File: config.mk
export PLATFORM = sky130hd
export DESIGN_NAME = compare_tally_flat
export DESIGN_NICKNAME = d
export VERILOG_FILES = /design/src/rtl/compare_tally_if.sv /design/src/rtl/compare_tally.sv /design/src/flat_wrapper.sv
export SDC_FILE = /design/constraint.sdc
export NUM_CORES = 1
export LEC_CHECK = 0
export CORE_ASPECT_RATIO = 1.75
export CORE_UTILIZATION = 53
export CTS_CLUSTER_DIAMETER = 200
export DETAILED_ROUTE_END_ITERATION = 8
export PLACE_DENSITY = 0.84
export SLEW_MARGIN = 5
export SYNTH_ARGS = -nofsm -noshare
export SYNTH_HDL_FRONTEND = slang
export SYNTH_SLANG_ARGS = --single-unit
File: constraint.sdc
create_clock -name clk -period 2.7 [get_ports clk]
set_input_delay 0.405 -clock clk [delete_from_list [all_inputs] [get_ports clk]]
set_output_delay 0.405 -clock clk [all_outputs]
set_load 0.005 [all_outputs]
File: src/rtl/compare_tally_if.sv
// Handshake and result bundle between a comparator-flag source and compare_tally.
// The master drives Start, In_valid and the three flags; the slave returns status and tallies.
interface compare_tally_if #(
  parameter int CNT_W = 4
);
  logic             start;
  logic             in_valid;
  logic             a_grt_b;
  logic             a_ls_b;
  logic             a_eq_b;
  logic             in_ready;
  logic             busy;
  logic             done;
  logic [CNT_W-1:0] grt_count;
  logic [CNT_W-1:0] ls_count;
  logic [CNT_W-1:0] eq_count;
  logic [1:0]       result;
  logic             err;

  modport master (
    output start, in_valid, a_grt_b, a_ls_b, a_eq_b,
    input  in_ready, busy, done, grt_count, ls_count, eq_count, result, err
  );

  modport slave (
    input  start, in_valid, a_grt_b, a_ls_b, a_eq_b,
    output in_ready, busy, done, grt_count, ls_count, eq_count, result, err
  );
endinterface

File: src/rtl/compare_tally.sv
// Tallies WINDOW accepted comparator flag sets, flags non-one-hot sets and reports the majority.
// Handshake: a flag set transfers on any rising edge where in_valid and in_ready are both high.
module compare_tally #(
  parameter int WINDOW = 8,
  parameter int CNT_W  = $clog2(WINDOW + 1)
) (
  input  logic            clk,
  input  logic            rst_n,
  compare_tally_if.slave  bus,
  output logic [1:0]      state_o
);

  typedef enum logic [1:0] {
    IDLE    = 2'd0,
    COLLECT = 2'd1,
    DONE    = 2'd2
  } state_t;

  state_t           state_q, state_d;
  logic [CNT_W-1:0] grt_q, grt_d;
  logic [CNT_W-1:0] ls_q, ls_d;
  logic [CNT_W-1:0] eq_q, eq_d;
  logic [CNT_W-1:0] smp_q, smp_d;
  logic [1:0]       result_q, result_d;
  logic             err_q, err_d;

  logic       accept;
  logic       last;
  logic [2:0] flags;

  // A code wins only with a strict maximum; any tie, including all-zero, yields 00.
  function automatic logic [1:0] majority(input logic [CNT_W-1:0] g,
                                          input logic [CNT_W-1:0] l,
                                          input logic [CNT_W-1:0] e);
    if (g > l && g > e)      return 2'b01;
    else if (l > g && l > e) return 2'b10;
    else if (e > g && e > l) return 2'b11;
    else                     return 2'b00;
  endfunction

  assign flags  = {bus.a_grt_b, bus.a_ls_b, bus.a_eq_b};
  assign accept = bus.in_valid && (state_q == COLLECT);
  assign last   = accept && (smp_q == CNT_W'(WINDOW - 1));

  always_ff @(posedge clk or negedge rst_n) begin
    if (!rst_n) state_q <= IDLE;
    else        state_q <= state_d;
  end

  always_comb begin
    state_d = state_q;
    case (state_q)
      IDLE:    if (bus.start) state_d = COLLECT;
      COLLECT: if (last)      state_d = DONE;
      DONE:                   state_d = IDLE;
      default:                state_d = IDLE;
    endcase
  end

  always_comb begin
    bus.in_ready = (state_q == COLLECT);
    bus.busy     = (state_q == COLLECT) || (state_q == DONE);
    bus.done     = (state_q == DONE);
    state_o      = state_q;
  end

  // Malformed sets still consume a window slot but leave every count untouched.
  always_comb begin
    grt_d    = grt_q;
    ls_d     = ls_q;
    eq_d     = eq_q;
    smp_d    = smp_q;
    result_d = result_q;
    err_d    = err_q;
    if (state_q == IDLE && bus.start) begin
      grt_d    = '0;
      ls_d     = '0;
      eq_d     = '0;
      smp_d    = '0;
      result_d = 2'b00;
      err_d    = 1'b0;
    end else if (accept) begin
      smp_d = smp_q + CNT_W'(1);
      case (flags)
        3'b100:  grt_d = grt_q + CNT_W'(1);
        3'b010:  ls_d  = ls_q + CNT_W'(1);
        3'b001:  eq_d  = eq_q + CNT_W'(1);
        default: err_d = 1'b1;
      endcase
      if (last) result_d = majority(grt_d, ls_d, eq_d);
    end
  end

  always_ff @(posedge clk or negedge rst_n) begin
    if (!rst_n) begin
      grt_q    <= '0;
      ls_q     <= '0;
      eq_q     <= '0;
      smp_q    <= '0;
      result_q <= 2'b00;
      err_q    <= 1'b0;
    end else begin
      grt_q    <= grt_d;
      ls_q     <= ls_d;
      eq_q     <= eq_d;
      smp_q    <= smp_d;
      result_q <= result_d;
      err_q    <= err_d;
    end
  end

  assign bus.grt_count = grt_q;
  assign bus.ls_count  = ls_q;
  assign bus.eq_count  = eq_q;
  assign bus.result    = result_q;
  assign bus.err       = err_q;

endmodule

File: src/flat_wrapper.sv
// flat-port wrapper written by rule: the top's interface ports become plain ports
module compare_tally_flat 
#(
  parameter int WINDOW = 8,
  parameter int CNT_W  = $clog2(WINDOW + 1)
)
  (clk, rst_n, state_o, bus_start, bus_in_valid, bus_a_grt_b, bus_a_ls_b, bus_a_eq_b, bus_in_ready, bus_busy, bus_done, bus_grt_count, bus_ls_count, bus_eq_count, bus_result, bus_err);
  compare_tally_if #(.CNT_W(CNT_W)) bus_i ();
  input  logic clk;
  input  logic rst_n;
  output logic [1:0] state_o;
  input wire logic [$bits(bus_i.start)-1:0] bus_start;
  input wire logic [$bits(bus_i.in_valid)-1:0] bus_in_valid;
  input wire logic [$bits(bus_i.a_grt_b)-1:0] bus_a_grt_b;
  input wire logic [$bits(bus_i.a_ls_b)-1:0] bus_a_ls_b;
  input wire logic [$bits(bus_i.a_eq_b)-1:0] bus_a_eq_b;
  output wire logic [$bits(bus_i.in_ready)-1:0] bus_in_ready;
  output wire logic [$bits(bus_i.busy)-1:0] bus_busy;
  output wire logic [$bits(bus_i.done)-1:0] bus_done;
  output wire logic [$bits(bus_i.grt_count)-1:0] bus_grt_count;
  output wire logic [$bits(bus_i.ls_count)-1:0] bus_ls_count;
  output wire logic [$bits(bus_i.eq_count)-1:0] bus_eq_count;
  output wire logic [$bits(bus_i.result)-1:0] bus_result;
  output wire logic [$bits(bus_i.err)-1:0] bus_err;
  assign bus_i.start = bus_start;
  assign bus_i.in_valid = bus_in_valid;
  assign bus_i.a_grt_b = bus_a_grt_b;
  assign bus_i.a_ls_b = bus_a_ls_b;
  assign bus_i.a_eq_b = bus_a_eq_b;
  assign bus_in_ready = bus_i.in_ready;
  assign bus_busy = bus_i.busy;
  assign bus_done = bus_i.done;
  assign bus_grt_count = bus_i.grt_count;
  assign bus_ls_count = bus_i.ls_count;
  assign bus_eq_count = bus_i.eq_count;
  assign bus_result = bus_i.result;
  assign bus_err = bus_i.err;
  compare_tally #(.WINDOW(WINDOW), .CNT_W(CNT_W)) u_core (.clk(clk), .rst_n(rst_n), .bus(bus_i), .state_o(state_o));
endmodule
==> metrics.txt, run 1 <==
Setup WS post-layout between 150 and 200 ps; warnings from Yosys 0; initial antenna violation count 0; fill count 210; placed insts around 240; RSZ-0062 raised after global routing no; WP data arrival around 2700 ps; net count after synthesis ~190; Clock Pin Slew Worst Setup and Hold Paths around 90 ps; Inserted Clock Buffers 3; antenna fix cells 0; clock sink count 21; io pins 27; fin. max-slew vios 0; DRT antenna net count 0; Synth Instances around 170; fin crit share 0.9321; die area ~0.0033 mm2; Synth area leaders dfrtp_1, ha_1, xor2_1; routed vias around 1,400; Top delay family on crit path compound AO/OA/AOI/OAI gates; Peak VDD IR 0.0005494 V; most frequent cells in the layout clkdlybuf4s50_1, buf_4, dfrtp_1, nor2_1, ha_1; status complete, no violations; P_leak between 0.9 and 1 nW; Placer Congestion about 0.84; Post-DP HPWL between 3000 and 4000 um; total gr overflow 0; maxcap violations 0; standard-cell rows 26; final hold vios 0; via density per instance 5.902; CP required approximately 2900 ps; final core utilization 0.7217; final WL roughly 4100 um; WP buf/inv 0; Hold Path Class in2async; number of global-route vias before repair roughly 1,500; area grow syn2layout 29.36%; CTS tree built; H-Tree Level Count 1; largest net degree at the start of global routing 22; DRT iter0 DRCs 54; sequential share of the synthesized area 0.3253; Residual DRC 0; worst-path cell chain ha_1 -> mux2_2 -> ha_1 -> nor2b_1 -> o21a_1 -> o21a_1 -> a311o_1 -> a21oi_2 -> a21bo_1; Initial Util 0.5579; Clock Skew 6.668 ps; synthesized flop and latch total 21; quantity of hold-fixing buffers added after cts 0; TritonRoute pass-1 iters 4; final net count 240; clk root buf clkbuf_8; clk_lat worst skew approximately 270 ps; pre-CTS setup slack -410.0 ps; leading area contributor after synthesis dfrtp_1; Fmax between 300 and 400 MHz; # port buffers 26; syn_area_per_cell around 9.4 um2; slew at the pin with the worst max-slew slack around 660 ps; WS Path Type reg2reg; Post-Syn Area about 0.0016 mm2; Synth cell types 42; Finish-stage setup viols 0; Wirelength per Cell between 15 and 20 um; overall power 1.508 mW; crit-path max FO 6; DIE HEIGHT roughly 75 um; Worst slew margin 0.5569; global-route wire length before repair 6762 um; crit-path max cell delay between 400 and 500 ps; share of the synthesized area in the top cell type 0.3253; Clock Path Buffers 2; gr usage total 0.2794; overall die width ~44 um; core footprint about 0.0029 mm2; fin cells roughly 240; CP endpoint kind flip-flop; share of cells above drive strength 1 0.1713; CP max stage cell dfrtp_1; crit start category flip-flop; pwr dens slightly above 700 mW/mm2; Final Critical Period 2517 ps
area by class of cell:
type / count / area [um2] / area share
inverter: 5 / 18.77 / 0.008982
timing repair buffer: 49 / 429.2 / 0.2054
sequential: 21 / 525.5 / 0.2515
clock buffer: 3 / 41.29 / 0.01976
clock inverter: 1 / 7.507 / 0.003593
tap: 28 / 35.03 / 0.01677
multi-input combinational: 137 / 1032 / 0.4940
cell usage after synthesis, drive strengths merged:
cell     n
nand3    3
o21bai   1
nand2b   3
inv      5
mux2     1
ha      16
xnor2   11
nor3b    4
a211oi   2
a311o    2
o22a     1
mux2i    3
clkbuf   3
nor2    19
a31oi    2
o21a     3
a21oi    8
or3      2
a41oi    1
o21ai    8
and2     3
buf      5
dfrtp   21
or3b     1
nor2b    3
a21bo    1
nor3     1
nand4    4
and4bb   3
and4     1
a22o     1
and3     1
nand4b   1
nand2   13
a221oi   1
xor2    13
per-stage QoR:
| step | hold WS, ps | setup TNS (ps) | instance area, um2 |
|---|---|---|---|
| after floorplan | 109.4 | 0 | 1615 |
| after global placement | 483.6 | -389.3 | 2026 |
| after detailed placement | 501.5 | -769.6 | 2026 |
| after CTS | 486.9 | 0 | 2090 |
| after global routing | 504.2 | 0 | 2090 |
| final | 479.8 | 0 | 2090 |
per-layer routing:
metal	track usage	routed length [um]
met3	0.03597	213
met4	0.1424	140
met1	0.2950	1564
met5	0	0
met2	0.5240	2148
path summary, 6_finish.rpt:
check | to | depth (start not counted) | slack [ps] | from
min | u_core.smp_q[3] | 2 | 480 | rst_n
max | u_core.bus.result[1] | 9 | 180 | u_core.bus.grt_count[1]
max reg2reg | u_core.bus.result[1] | 9 | 180 | u_core.bus.grt_count[1]
min reg2reg | u_core.bus.err | 2 | 530 | u_core.bus.err
max in group asynchronous | u_core.bus.result[1] | 2 | 1990 | rst_n
min in group clk | u_core.bus.err | 2 | 530 | u_core.bus.err
power by group:
part / total (mW) / internal [mW] / switching, mW
logic: 0.837 / 0.434 / 0.403
clock network: 0.222 / 0.105 / 0.117
registers: 0.448 / 0.375 / 0.0738
state kept, by name, indices dropped and copies added, names as in the netlist:
signal	cells
u_core.smp_q	4
u_core.state_o	2
u_core.bus.ls_count	4
u_core.bus.err	1
u_core.bus.eq_count	4
u_core.bus.result	2
u_core.bus.grt_count	4
worst reg2reg max path, delay by kind of cell, from the launching register on:
family	cells	cell delay (ps)
fa+ha+maj	2	660
compound gates	5	900
mux	1	300
flops	1	470
simple gates	1	140
timing repair:
| item | CTS | global route |
|---|---|---|
| endpoints found under the hold margin | 0 | 0 |
| endpoints found under the setup margin | 2 | 0 |
| setup buffers | 1 | 0 |
| gates resized for setup | 5 | 0 |
cells by family after synthesis:
logic type               count (synthesis)  share of synthesized area
XOR/XNOR                                24                     0.1301
AO/OA/AOI/OAI                           31                     0.1317
flip-flops                              21                     0.3253
AND/OR/NAND/NOR                         62                     0.2130
adder cells (fa/ha/maj)                 16                     0.1239
buffers and inverters                   13                    0.04260
multiplexers                             4                    0.03331
No activity file was read; power rests on OpenSTA's default activity.
==> inputs of run 2 (changes only) <==
GPL_ROUTABILITY_DRIVEN = 1   (was default)
==> results of run 2 <==
Same layout as run 1: the final DEF is identical, and so are final timing and power.
